## src/rtl/key_event_fsm.sv

```systemverilog
// key_event_fsm: classifies debounced key presses into short/long/auto-repeat pulses.
// Auto-repeat in HOLD is built only when KEY_REPEAT_EN is defined.
module key_event_fsm #(
  parameter int TICK_DIV       = 50000,
  parameter int LONG_TICKS     = 1000,
  parameter int REPEAT_TICKS   = 200,
  parameter bit KEY_ACTIVE_LOW = 1'b1
) (
  input  logic       clk,
  input  logic       nRST,
  input  logic       key_db,
  output logic       key_pressed,
  output logic       short_pulse,
  output logic       long_pulse,
  output logic       repeat_pulse,
  output logic [1:0] state_o
);
  localparam int PW = $clog2(TICK_DIV);
  localparam logic [1:0] IDLE = 2'd0, PRESS = 2'd1, HOLD = 2'd2;
  localparam logic IDLE_LVL = KEY_ACTIVE_LOW;
  logic [1:0] state_q, state_d;
  logic [PW-1:0] pre_q, pre_d;
  logic [15:0] tcnt_q, tcnt_d;
  logic s1_q, s2_q, p, tick, run;
  logic short_q, short_d, long_q, long_d, rep_q, rep_d;
  assign p = KEY_ACTIVE_LOW ? ~s2_q : s2_q;
  assign tick = pre_q == PW'(TICK_DIV - 1);
  assign key_pressed = p;
  assign short_pulse = short_q;
  assign long_pulse = long_q;
  assign repeat_pulse = rep_q;
  assign state_o = state_q;
  always_ff @(posedge clk or negedge nRST) begin
    if (!nRST) begin
      s1_q    <= IDLE_LVL;
      s2_q    <= IDLE_LVL;
      state_q <= IDLE;
      pre_q   <= '0;
      tcnt_q  <= '0;
      short_q <= 1'b0;
      long_q  <= 1'b0;
      rep_q   <= 1'b0;
    end else begin
      s1_q    <= key_db;
      s2_q    <= s1_q;
      state_q <= state_d;
      pre_q   <= pre_d;
      tcnt_q  <= tcnt_d;
      short_q <= short_d;
      long_q  <= long_d;
      rep_q   <= rep_d;
    end
  end
  // Timebase restarts whenever the state changes or a repeat fires.
  always_comb begin
    state_d = IDLE;
    case (state_q)
      IDLE:    state_d = p ? PRESS : IDLE;
      PRESS:   state_d = !p ? IDLE : (tick && tcnt_q == 16'(LONG_TICKS - 1)) ? HOLD : PRESS;
      HOLD:    state_d = p ? HOLD : IDLE;
      default: state_d = IDLE;
    endcase
`ifdef KEY_REPEAT_EN
    run = state_d == state_q && state_q != IDLE && !rep_d;
`else
    run = state_d == state_q && state_q == PRESS;
`endif
    pre_d  = (!run || tick) ? '0 : pre_q + 1'b1;
    tcnt_d = !run ? '0 : tcnt_q + 16'(tick);
  end
  always_comb begin
    short_d = state_q == PRESS && !p;
    long_d  = state_q == PRESS && p && tick && tcnt_q == 16'(LONG_TICKS - 1);
`ifdef KEY_REPEAT_EN
    rep_d   = state_q == HOLD && p && tick && tcnt_q == 16'(REPEAT_TICKS - 1);
`else
    rep_d   = 1'b0;
`endif
  end
endmodule
```

## config.mk

```make
export PLATFORM = sky130hd
export DESIGN_NAME = key_event_fsm
export DESIGN_NICKNAME = d
export VERILOG_FILES = /design/src/rtl/key_event_fsm.sv
export SDC_FILE = /design/constraint.sdc
export NUM_CORES = 1
export LEC_CHECK = 0
export BUFFER_PORTS_ARGS = -buffer_cell sky130_fd_sc_hd__buf_2
export CAP_MARGIN = 0
export CELL_PAD_IN_SITES_DETAIL_PLACEMENT = 1
export CELL_PAD_IN_SITES_GLOBAL_PLACEMENT = 1
export CORE_MARGIN = 2
export CORE_UTILIZATION = 43
export DETAILED_ROUTE_END_ITERATION = 8
export PLACE_DENSITY = 0.83
export SLEW_MARGIN = 20
export SYNTH_ARGS = -nofsm -noshare
export SYNTH_HDL_FRONTEND = slang
export SYNTH_SLANG_ARGS = --single-unit
```

## constraint.sdc

```tcl
create_clock -name clk -period 2.2 [get_ports clk]
set_clock_uncertainty 0.15 [all_clocks]
set_input_delay 0.22 -clock clk [delete_from_list [all_inputs] [get_ports clk]]
set_output_delay 0.22 -clock clk [all_outputs]
set_load 0.02 [all_outputs]
```

After elaboration in Yosys (flattened, before gate mapping):

Cells that the tools add are included.

* bits in registers: 38
* output and inout bits: 6
* word-level logic and storage cells: 31

* add/subtract/negate cells: 2
* eq/ne operators: 5
* muxes and demuxes: 7
* bitwise operators: 1
* reductions and logical operators: 9

Operator list (count)
* $mux W16: 2
* $add A16 B1 Y16: 1
* $add A16 B1 Y16 const B: 1
* $eq A16 B10 Y1 const B: 1
* $eq A16 B16 Y1 const B: 1
* $logic_and A1 B1 Y1: 6
* $mux W2: 3
* $pmux W2 S3: 1
* $eq A2 B1 Y1 const B: 1
* $eq A2 B2 Y1: 1
* $eq A2 B2 Y1 const B: 1
* $logic_not A2 Y1: 1
* $logic_not A1 Y1: 1
* $logic_or A1 B1 Y1: 1
* $mux W1: 1
* $not A1 Y1: 1

Logic depth before layout (Yosys ltp):

* word-level depth: 10
* gate-level depth with buffers: 10
* gate-level depth less buffers: 10

Worst setup path before layout:

OpenSTA, ideal clock, no wires.

* path type: register to register
* start point: reg pre_q[0]
* end point: reg tcnt_q[14]
* library setup time: 0.119 ns
* data arrival time: 2.011 ns
* slack: -0.079 ns
* stages on the path, launching flop included: 11
* period minus slack after synthesis: 2.279 ns
* cell sequence: dfrtp_1 -> ha_1 -> and3_1 -> nand4_2 -> inv_1 -> ha_1 -> ha_1 -> nand2_1 -> nor4_1 -> xnor2_1 -> nor2_1

* cells in the longest elaborated chain, start to end: 8

Ends and longest elaborated chain
* start: declaration: line 22 `logic [PW-1:0] pre_q, pre_d;`
* start signal: assignment: line 47 `pre_q <= pre_d;`
* $eq A16 B16 Y1 *: line 27 `assign tick = pre_q == PW'(TICK_DIV - 1);`
* parallel branches: the longest is 6 deep, another holds $add A16 B1 Y16
* $mux W16 *: line 69 `tcnt_d = !run ? '0 : tcnt_q + 16'(tick);`
* via tcnt_d[14]: line 23 `logic [15:0] tcnt_q, tcnt_d;`
* end signal: assignment: line 48 `tcnt_q <= tcnt_d;`
* end: declaration: line 23

Mark *: on every way through the listed nets, which the timed path passes.

Final worst setup path:

* start point: reg pre_q[4]
* end point: reg tcnt_q[15]

The elaborated chain is that of the path after synthesis.

==> metrics.md <==
| Metric | Value |
|---|---|
| CTS sink count | `38` |
| Clock transition at the registers of the reported paths | `approximately 0.08 ns` |
| Internal Power | `about 1.2 mW` |
| Hold slack | `approximately 0.21 ns` |
| Initial core utilization | `0.441` |
| Root Buffer | `clkbuf_8` |
| Area contributors post-synth | `dfrtp_1, xnor2_1, nor2_1, xor2_1, nand4_1` |
| Overflow after GRT | `0` |
| Min Tclk post-route | `roughly 2.3 ns` |
| Initial antenna violation count | `0` |
| Failing checks | `setup timing` |
| Core area | `about 0.0043 mm²` |
| CTS Buf Count | `5` |
| Final Hold Viols | `0` |
| Delay of the slowest critical-path stage | `0.41 ns` |
| Die Y | `70.6 µm` |
| Post-Route M1 WL | `~2100 µm` |
| Syn Inst Count | `~190` |
| Detailed Route WL | `4870 µm` |
| GRT Total Usage | `0.209` |
| Metal3 WL | `approximately 93 µm` |
| H-tree depth | `2` |
| Leakage | `just over 1 nW` |
| Number of placement rows | `24` |
| Switch share | `0.207` |
| Commonest cells after routing, fill and taps aside | `dfrtp_1, nor2_1, buf_4, xnor2_1` |
| Syn Area/Cell | `between 10 and 15 µm²` |
| Area post-placement | `around 0.0021 mm²` |
| Layout cells sized above 1 | `0.264` |
| Sequential Power Share | `0.479` |
| First-pass GRT wire length | `around 8000 µm` |
| DR vias | `around 1,500` |
| VDD IR-drop max | `approximately 0.70 mV` |
| Worst EP required | `between 2 and 2.5 ns` |
| Logic gate share of total power | `0.033` |
| Commonest non-fill, non-tap cell in the layout | `dfrtp_1` |
| RSZ-0062 raised after global routing | `yes` |
| Leading area contributor after synthesis | `dfrtp_1` |
| Crit start category | `flip-flop` |
| Finished Layout Cells | `about 270` |
| WL met2 | `roughly 2600 µm` |
| CP Cell Sequence | `nor4b_4, nand4_4, inv_2, ha_4, nand3_4, nor3_4, or3b_4, a21oi_2` |
| Fin util | `0.549` |
| Power per cell area | `623 mW/mm²` |
| Sequential cell area fraction in the yosys report | `0.500` |
| Clk_lat worst skew | `roughly 0.3 ns` |
| Relative slew margins | `0.443` |
| Half-perimeter wire length after placement | `around 3000 µm` |
| Clock share of power | `0.488` |
| Status | `complete, but fails checks` |
| Critical Path Sink Type | `flip-flop` |
| Antenna Violating Nets Remaining | `0` |
| Cell variety after synth | `37` |
| Crit Path Max Fanout | `4` |
| Setup ws final | `-0.0992 ns` |
| Vias/cell | `5.57` |
| Crit path buffers/inverters | `1` |
| GP Congestion | `0.774` |
| Antenna cell count | `0` |
| Net Count, Synth | `about 190` |
| Kind of critical path | `reg2reg` |
| Hold Path Class | `reg2reg` |
| Endpoints failing setup | `2` |
| P_sw | `0.307 mW` |
| Top Metal Used | `met4` |
| Wirelength per Cell | `about 18 µm` |
| Placed Cells | `between 200 and 300` |
| Critical Path AT | `approximately 2.4 ns` |
| DIE AREA | `about 0.005 mm²` |
| First-pass DRT Iterations | `4` |
| IO Port Bufs | `7` |
| Area delta synth->final | `24.6%` |
| Nets | `221` |
| Clock tree buffer depth | `2` |
| Chip Width | `roughly 71 µm` |
| Slew Limit Fails | `0` |
| Design area | `roughly 0.0024 mm²` |
| Synth Register Bits | `38` |
| Top-area cell type share of the netlist area | `0.473` |
| Drt drc | `0` |
| Drt initial violations | `66` |
| Number of global-route vias before repair | `between 1,500 and 2,000` |
| Top Family by Delay on Critical Path | `simple AND/OR/NAND/NOR gates` |
| Yosys warns | `0` |
| Max Freq | `0.435 GHz` |
| Post-Syn Area | `between 0.0015 and 0.002 mm²` |
| Fin crit share | `1.05` |
| CTS tree | `built` |
| Largest net degree at the start of global routing | `39` |
| Number of max-cap violations | `0` |
| Worst path slowest cell | `dfrtp_1` |
| Top Ports | `9` |
| Worst-Margin Slew | `approximately 0.84 ns` |
## per-stage QoR
stage	setup TNS [ns]	power, mW	setup WS [ns]
floorplan	0	0.743	0.00577
global placement	0	0.767	0.0876
detailed placement	-0.108	0.770	-0.0578
CTS	0	1.49	0.0471
global route	-0.554	1.52	-0.147
finish	-0.120	1.48	-0.0992
## power by group through the flow
| stage | sequential, mW | combinational [mW] | clock [mW] |
|---|---|---|---|
| after floorplan | 0.724 | 0.0183 | 0 |
| after global placement | 0.722 | 0.0452 | 0 |
| after detailed placement | 0.722 | 0.0472 | 0 |
| after CTS | 0.709 | 0.0505 | 0.730 |
| after global routing | 0.709 | 0.0550 | 0.757 |
| final | 0.709 | 0.0492 | 0.721 |
## worst paths after layout
kind | depth (start not counted) | slack, ns | from | to
max | 8 | -0.1 | pre_q[4]$_DFF_PN0_ | tcnt_q[15]$_DFF_PN0_
min | 0 | 0.21 | s1_q$_DFF_PN1_ | s2_q$_DFF_PN1_
max reg2reg | 8 | -0.1 | pre_q[4]$_DFF_PN0_ | tcnt_q[15]$_DFF_PN0_
min reg2reg | 0 | 0.21 | s1_q$_DFF_PN1_ | s2_q$_DFF_PN1_
max in group asynchronous | 2 | 0.96 | nRST | pre_q[3]$_DFF_PN0_
min in group asynchronous | 2 | 0.41 | nRST | pre_q[13]$_DFF_PN0_
## routing by layer
metal,vias to the layer above,track usage
met5,-,0
met4,0,0.0671
met3,8,0.0385
met1,763,0.260
li1,704,-
met2,19,0.368
## what timing repair did
action	in CTS	in global routing
setup endpoints to repair	5	4
buffers inserted	0	3
hold endpoints to repair	37	0
pin swaps	1	5
resized for setup	9	7
hold buffers	2	0
## cell families after synthesis
logic type	count (synthesis)	synth area share
other cells	1	0.00197
xor+xnor	27	0.124
buf+inv	13	0.0348
compound gates	5	0.0190
fa+ha+maj	3	0.0197
simple gates	98	0.300
flops	38	0.500
## worst reg2reg max path, stage by stage (launching register included)
cell     delay [ns]
dfrtp_1        0.41
nor4b_4        0.38
nand4_4        0.15
inv_2          0.10
ha_4           0.17
nand3_4        0.11
nor3_4         0.19
or3b_4         0.41
a21oi_2        0.16
## flip-flops by register name, indices dropped and copies added (netlist names)
| name | cells |
|---|---|
| s1_q | 1 |
| short_pulse | 1 |
| s2_q | 1 |
| long_pulse | 1 |
| tcnt_q | 16 |
| pre_q | 16 |
| state_o | 2 |
## cell type report
class / instances / area [µm²]
clock buffer: 5 / 68.8
clock inverter: 3 / 68.8
fill: 481 / 1950
inverter: 7 / 26.3
multi-input combinational: 134 / 986
sequential: 38 / 953
tap: 52 / 65.1
timing repair buffer: 29 / 205
## synthesized netlist by cell type (all sizes together)
library cell / count
xor2: 10
ha: 3
a211oi: 1
nand3: 11
nor2: 29
dfrtp: 36
nand4: 12
or3b: 1
nand2b: 1
clkbuf: 1
buf: 5
o22ai: 1
dfstp: 2
o21ai: 1
nor4b: 2
nand3b: 1
and4b: 1
nor3: 6
nor4: 10
o41ai: 1
or2: 2
nand2: 7
inv: 7
a21oi: 1
and4: 3
and4bb: 2
conb: 1
and2: 2
xnor2: 17
and3: 8
Note: power is estimated with default switching activity, not from simulation.
